[src/rtl/rx_capture.sv]
// rx_capture: frame-capture writer from the pixel-counter side into frame BRAM.
// Aligns capture to vertical sync (active low), decimates visible samples
// horizontally, truncates them to BRAM width and writes them to sequential
// addresses with a bounded depth and a sticky overflow flag.
// Optional feature macro: RX_CAPTURE_PINGPONG_EN -- alternate between two
// frame banks so the display side always reads the last complete frame.
module rx_capture #(
    parameter int DATA_W  = 10,
    parameter int OUT_W   = 8,
    parameter int ADDR_W  = 14,
    parameter int DEPTH   = 8192,
    parameter int H_DECIM = 1
) (
    input  logic              O_CLK,
    input  logic              RST,
    input  logic              ENABLE,
    input  logic              O_VS,
    input  logic              O_VISIBLE,
    input  logic [DATA_W-1:0] VIDEO,
    output logic [OUT_W-1:0]  BRAM_DIN,
    output logic [ADDR_W-1:0] BRAM_ADDR,
    output logic              BRAM_WE,
    output logic              FRAME_DONE,
    output logic              RD_BANK,
    output logic              OVERFLOW,
    output logic [7:0]        FRAME_COUNT
);

    typedef enum logic [1:0] {IDLE, ALIGN, SYNC, CAPTURE} state_t;

    localparam logic [ADDR_W:0] DEPTH_L  = (ADDR_W+1)'(DEPTH);
    localparam logic [3:0]      DEC_LAST = 4'(H_DECIM - 1);

    state_t          state;
    logic            vs_q;
    logic            vis_q;
    logic [3:0]      dec_cnt;
    logic [3:0]      dec_eff;
    logic [3:0]      dec_next;
    logic [ADDR_W:0] offset;
    logic [ADDR_W:0] addr_full;
    logic            wr_bank;
    logic            vs_fall;
    logic            vs_rise;
    logic            vis_rise;
    logic            qual;
    logic            do_write;
    logic            frame_end;
    logic            video_unused;

    // Only the top OUT_W bits of each sample are stored; the rest is dropped.
    assign video_unused = ^VIDEO;

    // Sync/visible edge detection, per-line decimation phase and write qualification.
    always_comb begin
        vs_fall   = vs_q & ~O_VS;
        vs_rise   = ~vs_q & O_VS;
        vis_rise  = O_VISIBLE & ~vis_q;
        // A visible rise restarts the decimation phase on the same cycle,
        // so the first sample of every line is always a candidate.
        dec_eff   = vis_rise ? 4'd0 : dec_cnt;
        dec_next  = dec_cnt;
        if (O_VISIBLE) begin
            dec_next = (dec_eff == DEC_LAST) ? 4'd0 : dec_eff + 4'd1;
        end
        // ENABLE gates the qualifier so a deassert stops writes on the next edge.
        qual      = ENABLE && (state == CAPTURE) && O_VISIBLE && O_VS && (dec_eff == 4'd0);
        do_write  = qual && (offset != DEPTH_L);
        frame_end = ENABLE && (state == CAPTURE) && vs_fall;
        addr_full = offset + (wr_bank ? DEPTH_L : '0);
    end

    // Capture FSM, offset/decimation counters and registered BRAM write port.
    always_ff @(posedge O_CLK) begin
        if (RST) begin
            state       <= IDLE;
            vs_q        <= 1'b1;
            vis_q       <= 1'b0;
            dec_cnt     <= 4'd0;
            offset      <= '0;
            BRAM_DIN    <= '0;
            BRAM_ADDR   <= '0;
            BRAM_WE     <= 1'b0;
            FRAME_DONE  <= 1'b0;
            OVERFLOW    <= 1'b0;
            FRAME_COUNT <= 8'd0;
        end else begin
            vs_q       <= O_VS;
            vis_q      <= O_VISIBLE;
            dec_cnt    <= dec_next;
            BRAM_WE    <= do_write;
            FRAME_DONE <= frame_end;
            if (do_write) begin
                BRAM_DIN  <= VIDEO[DATA_W-1 -: OUT_W];
                BRAM_ADDR <= addr_full[ADDR_W-1:0];
                offset    <= offset + (ADDR_W+1)'(1);
            end
            // A qualified sample with the bank already full is dropped and flagged.
            if (qual && !do_write) begin
                OVERFLOW <= 1'b1;
            end
            if (frame_end) begin
                FRAME_COUNT <= FRAME_COUNT + 8'd1;
            end
            if (!ENABLE) begin
                state <= IDLE;
            end else begin
                case (state)
                    IDLE:    state <= ALIGN;
                    ALIGN:   if (vs_fall) state <= SYNC;
                    SYNC: begin
                        if (vs_rise) begin
                            state   <= CAPTURE;
                            offset  <= '0;
                            dec_cnt <= 4'd0;
                        end
                    end
                    CAPTURE: if (vs_fall) state <= SYNC;
                    default: state <= IDLE;
                endcase
            end
        end
    end

`ifdef RX_CAPTURE_PINGPONG_EN
    // Swap banks at each completed frame; RD_BANK names the bank just finished.
    always_ff @(posedge O_CLK) begin
        if (RST) begin
            wr_bank <= 1'b0;
            RD_BANK <= 1'b1;
        end else if (frame_end) begin
            wr_bank <= ~wr_bank;
            RD_BANK <= wr_bank;
        end
    end
`else
    assign wr_bank = 1'b0;
    assign RD_BANK = 1'b0;
`endif

endmodule

[config.mk]
export PLATFORM = sky130hd
export DESIGN_NAME = rx_capture
export DESIGN_NICKNAME = d
export VERILOG_FILES = /design/src/rtl/rx_capture.sv
export SDC_FILE = /design/constraint.sdc
export NUM_CORES = 1
export LEC_CHECK = 0
export ABC_AREA = 0
export BUFFER_PORTS_ARGS = -buffer_cell sky130_fd_sc_hd__buf_2
export CAP_MARGIN = 10
export CORE_ASPECT_RATIO = 0.7
export CORE_UTILIZATION = 30
export CTS_CLUSTER_DIAMETER = 200
export DETAILED_ROUTE_END_ITERATION = 16
export SLEW_MARGIN = 20
export SYNTH_ARGS = -nofsm -noshare
export SYNTH_HDL_FRONTEND = slang
export SYNTH_SLANG_ARGS = --single-unit
[constraint.sdc]
create_clock -name O_CLK -period 4.17 [get_ports O_CLK]
set_input_delay 0.417 -clock O_CLK [delete_from_list [all_inputs] [get_ports O_CLK]]
set_output_delay 0.417 -clock O_CLK [all_outputs]
set_load 0.1 [all_outputs]
==> flow_summary.json <==
{
  "status": "finished with violations",
  "violations": "design-rule violations",
  "diodes": 0,
  "fin_crit_ns": 2.27,
  "drc": 2,
  "num_rows": 27,
  "p_leak_nw": 1.04,
  "dieArea_um2": 8750,
  "cts_tree": "yes",
  "grt_pass1_vias": 2076,
  "synth_seq_area_share": 0.446,
  "worst_slew_pin_slew_ns": 0.950,
  "wirelength_um": 5760,
  "min_from": "VIDEO[8]",
  "htree_levels": 2,
  "crit_arrival_ns": 2.42,
  "async_flop_share": 0,
  "synthMuxAreaShare": 0.0164,
  "clk_pin_slew_ns": 0.07,
  "synth_xor_area_frac": 0.0174,
  "cp_cell_sequence": "inv_1 -> ha_1 -> nor4bb_1 -> nand4_1 -> nand3_1 -> a21oi_1",
  "slew_headroom": 0.367,
  "nets": 347,
  "io_pins": 49,
  "synthAdderAreaFrac": 0.0199,
  "ys_types": 41,
  "crit_path_start": "offset[0]",
  "setup_ws_ns": 1.90,
  "ctsResizeCount": 0,
  "synth-compound-area-share": 0.198,
  "synth_seq_cells": 56,
  "place.gp.congestion": 0.761,
  "grt_max_degree": 49,
  "rsz0062_at_grt": "no",
  "grt_usage": 0.137,
  "via_count": 2259,
  "cts.sinks": 56,
  "drtIter0Drc": 94,
  "cap_violations": 0,
  "drive_above_1_share": 0.179,
  "ant_nets": 0,
  "grt_antenna_before_repair": 0,
  "critPathBufInv": 1,
  "place_ws_ns": 1.71,
  "finalMaxSlewViolations": 0,
  "cp_max_fo": 20,
  "ys_dominant_reg_cell": "dfxtp_1",
  "viasPerCell": 5.25,
  "postCtsSetupBuffers": 0,
  "synth-edff-count": 0,
  "setup_tns_ns": 0,
  "synthCells": 300,
  "fin_skew_ns": 0.00709,
  "r2r-start": "offset[0]",
  "worstPathRequired_ns": 4.32,
  "syn_area_per_cell_um2": 8.37,
  "overflow": 0,
  "die_h_um": 78.6,
  "wl_per_cell_um": 13.4,
  "end_kind": "flip-flop",
  "min_path_type": "in -> reg",
  "setup_violations": 0,
  "slowest_delay_ns": 0.76,
  "numPortBuffers": 45,
  "n_fill_cell": 835,
  "p_per_area_nw_per_um2": 343,
  "synth_top_family_by_area": "simple AND/OR/NAND/NOR gates",
  "die_w_um": 111,
  "hold_violations": 0,
  "crit_type": "reg -> reg",
  "syn_to_final_growth_pct": 15.7,
  "slowest_stage": "nand4_1",
  "drtPass1Iterations": 10,
  "cts_hold_buf": 0,
  "grt_pass1_wl_um": 9770,
  "start_kind": "flip-flop",
  "coreArea_um2": 7970,
  "clock_path_buffers": 2,
  "cts-root-buf": "clkbuf_16",
  "syn_area_um2": 2510,
  "critical-path-top-delay-family": "simple AND/OR/NAND/NOR gates",
  "ir_drop_uv": 140,
  "start_util": 0.315,
  "yosys.area_share.simple": 0.242,
  "cts_buffers": 5,
  "hpwl_um": 3770,
  "fin_crit_sh": 0.545,
  "yosysWarnings": 0,
  "clk_latency_ns": 0.30,
  "max_freq_mhz": 440,
  "synth_nets": 319
}
metrics by stage:
| step | hold slack [ns] | total power [mW] | area (um2) | instances | utilization |
|---|---|---|---|---|---|
| 3_5_place_dp | 0.464 | 0.580 | 2750 | 422 | 0.345 |
| 3_3_place_gp | 0.450 | 0.580 | 2750 | 422 | 0.345 |
| 5_1_grt | 0.375 | 1.03 | 2910 | 430 | 0.365 |
| 4_1_cts | 0.359 | 1.01 | 2910 | 430 | 0.364 |
| 6_report | 0.364 | 0.997 | 2910 | 430 | 0.365 |
| 2_1_floorplan | 0.442 | 0.571 | 2510 | 300 | - |
final timing paths:
path                        end  slack [ns]  depth (start not counted)
hold / removal      BRAM_DIN[6]        0.36                          3
setup reg to reg    BRAM_DIN[4]        1.90                          6
setup / recovery    BRAM_DIN[4]        1.90                          6
hold reg to reg   BRAM_ADDR[10]        0.47                          2
Yosys cell counts (8+ instances only):
cell type  count  area share
dfxtp_1       56        0.45
a21oi_1       42       0.084
nand3_1       28       0.056
o21ai_0       28       0.056
clkbuf_1      15       0.022
nand2_1       14       0.021
nor2_1        14       0.021
o31ai_1       10       0.030
or4_1         10       0.030
inv_1          8       0.012
nand2b_1       8       0.020
cell usage in the layout, fill, tap and decap left out, types with 2 or more instances in the layout:
master | Yosys | final
dfxtp_1 | 56 | 56
buf_2 | 7 | 45
a21oi_1 | 42 | 42
nand3_1 | 28 | 28
o21ai_0 | 28 | 28
nand2_1 | 14 | 14
nor2_1 | 14 | 14
o31ai_1 | 10 | 10
or4_1 | 10 | 10
inv_1 | 8 | 8
nand2b_1 | 8 | 8
nand4_1 | 7 | 7
nor4_1 | 5 | 5
xnor2_1 | 5 | 5
clkbuf_16 | 0 | 5
nor3_1 | 4 | 4
ha_1 | 4 | 4
and4_1 | 4 | 3
nor2b_1 | 3 | 3
mux2i_1 | 3 | 3
and3_1 | 2 | 2
nor3b_1 | 2 | 2
and2_1 | 2 | 2
clkinv_4 | 0 | 2
layer usage:
metal  wire length, um  vias up  share of wire  track usage
met5                 0        -              0            0
met4                94        0          0.016       0.0554
met3               278        7          0.048       0.0378
met2              2600       47           0.45        0.226
met1              2790     1062           0.48        0.170
li1                  -     1143              -            -
registers in the layout, summed over array words and instances, names as in the netlist:
name,cells
BRAM_ADDR,14
BRAM_DIN,8
BRAM_WE,1
FRAME_COUNT,8
FRAME_DONE,1
OVERFLOW,1
dec_cnt,4
offset,15
state,2
vis_q,1
vs_q,1
worst reg2reg max path, delay by kind of cell, from the launching register on:
kind,cells,cell delay (ns)
simple gates,3,1.46
flops,1,0.35
fa+ha+maj,1,0.13
compound gates,1,0.10
buf+inv,1,0.09
cell families (layout without fill, tap and decap cells):
kind of cell    after synthesis  count (layout)
compound gates               88              88
flops                        56              56
xor+xnor                      5               5
fa+ha+maj                     4               4
buf+inv                      33              62
mux                           4               4
simple gates                109             109
other cells                   1               1
layout make-up:
cell class	count	area, um2	share of cell area
Clock buffer	5	125	0.0430
Clock inverter	3	26.3	0.00904
Inverter	8	30.0	0.0103
Multi-Input combinational cell	211	1240	0.428
Sequential cell	56	1120	0.386
Tap cell	101	126	0.0435
Timing Repair Buffer	46	233	0.0801
report_power, final:
group          switching, mW  internal, mW
Clock                  0.202         0.227
Sequential           0.00167         0.536
Combinational         0.0214       0.00859
(Power assumes the default switching activity.)
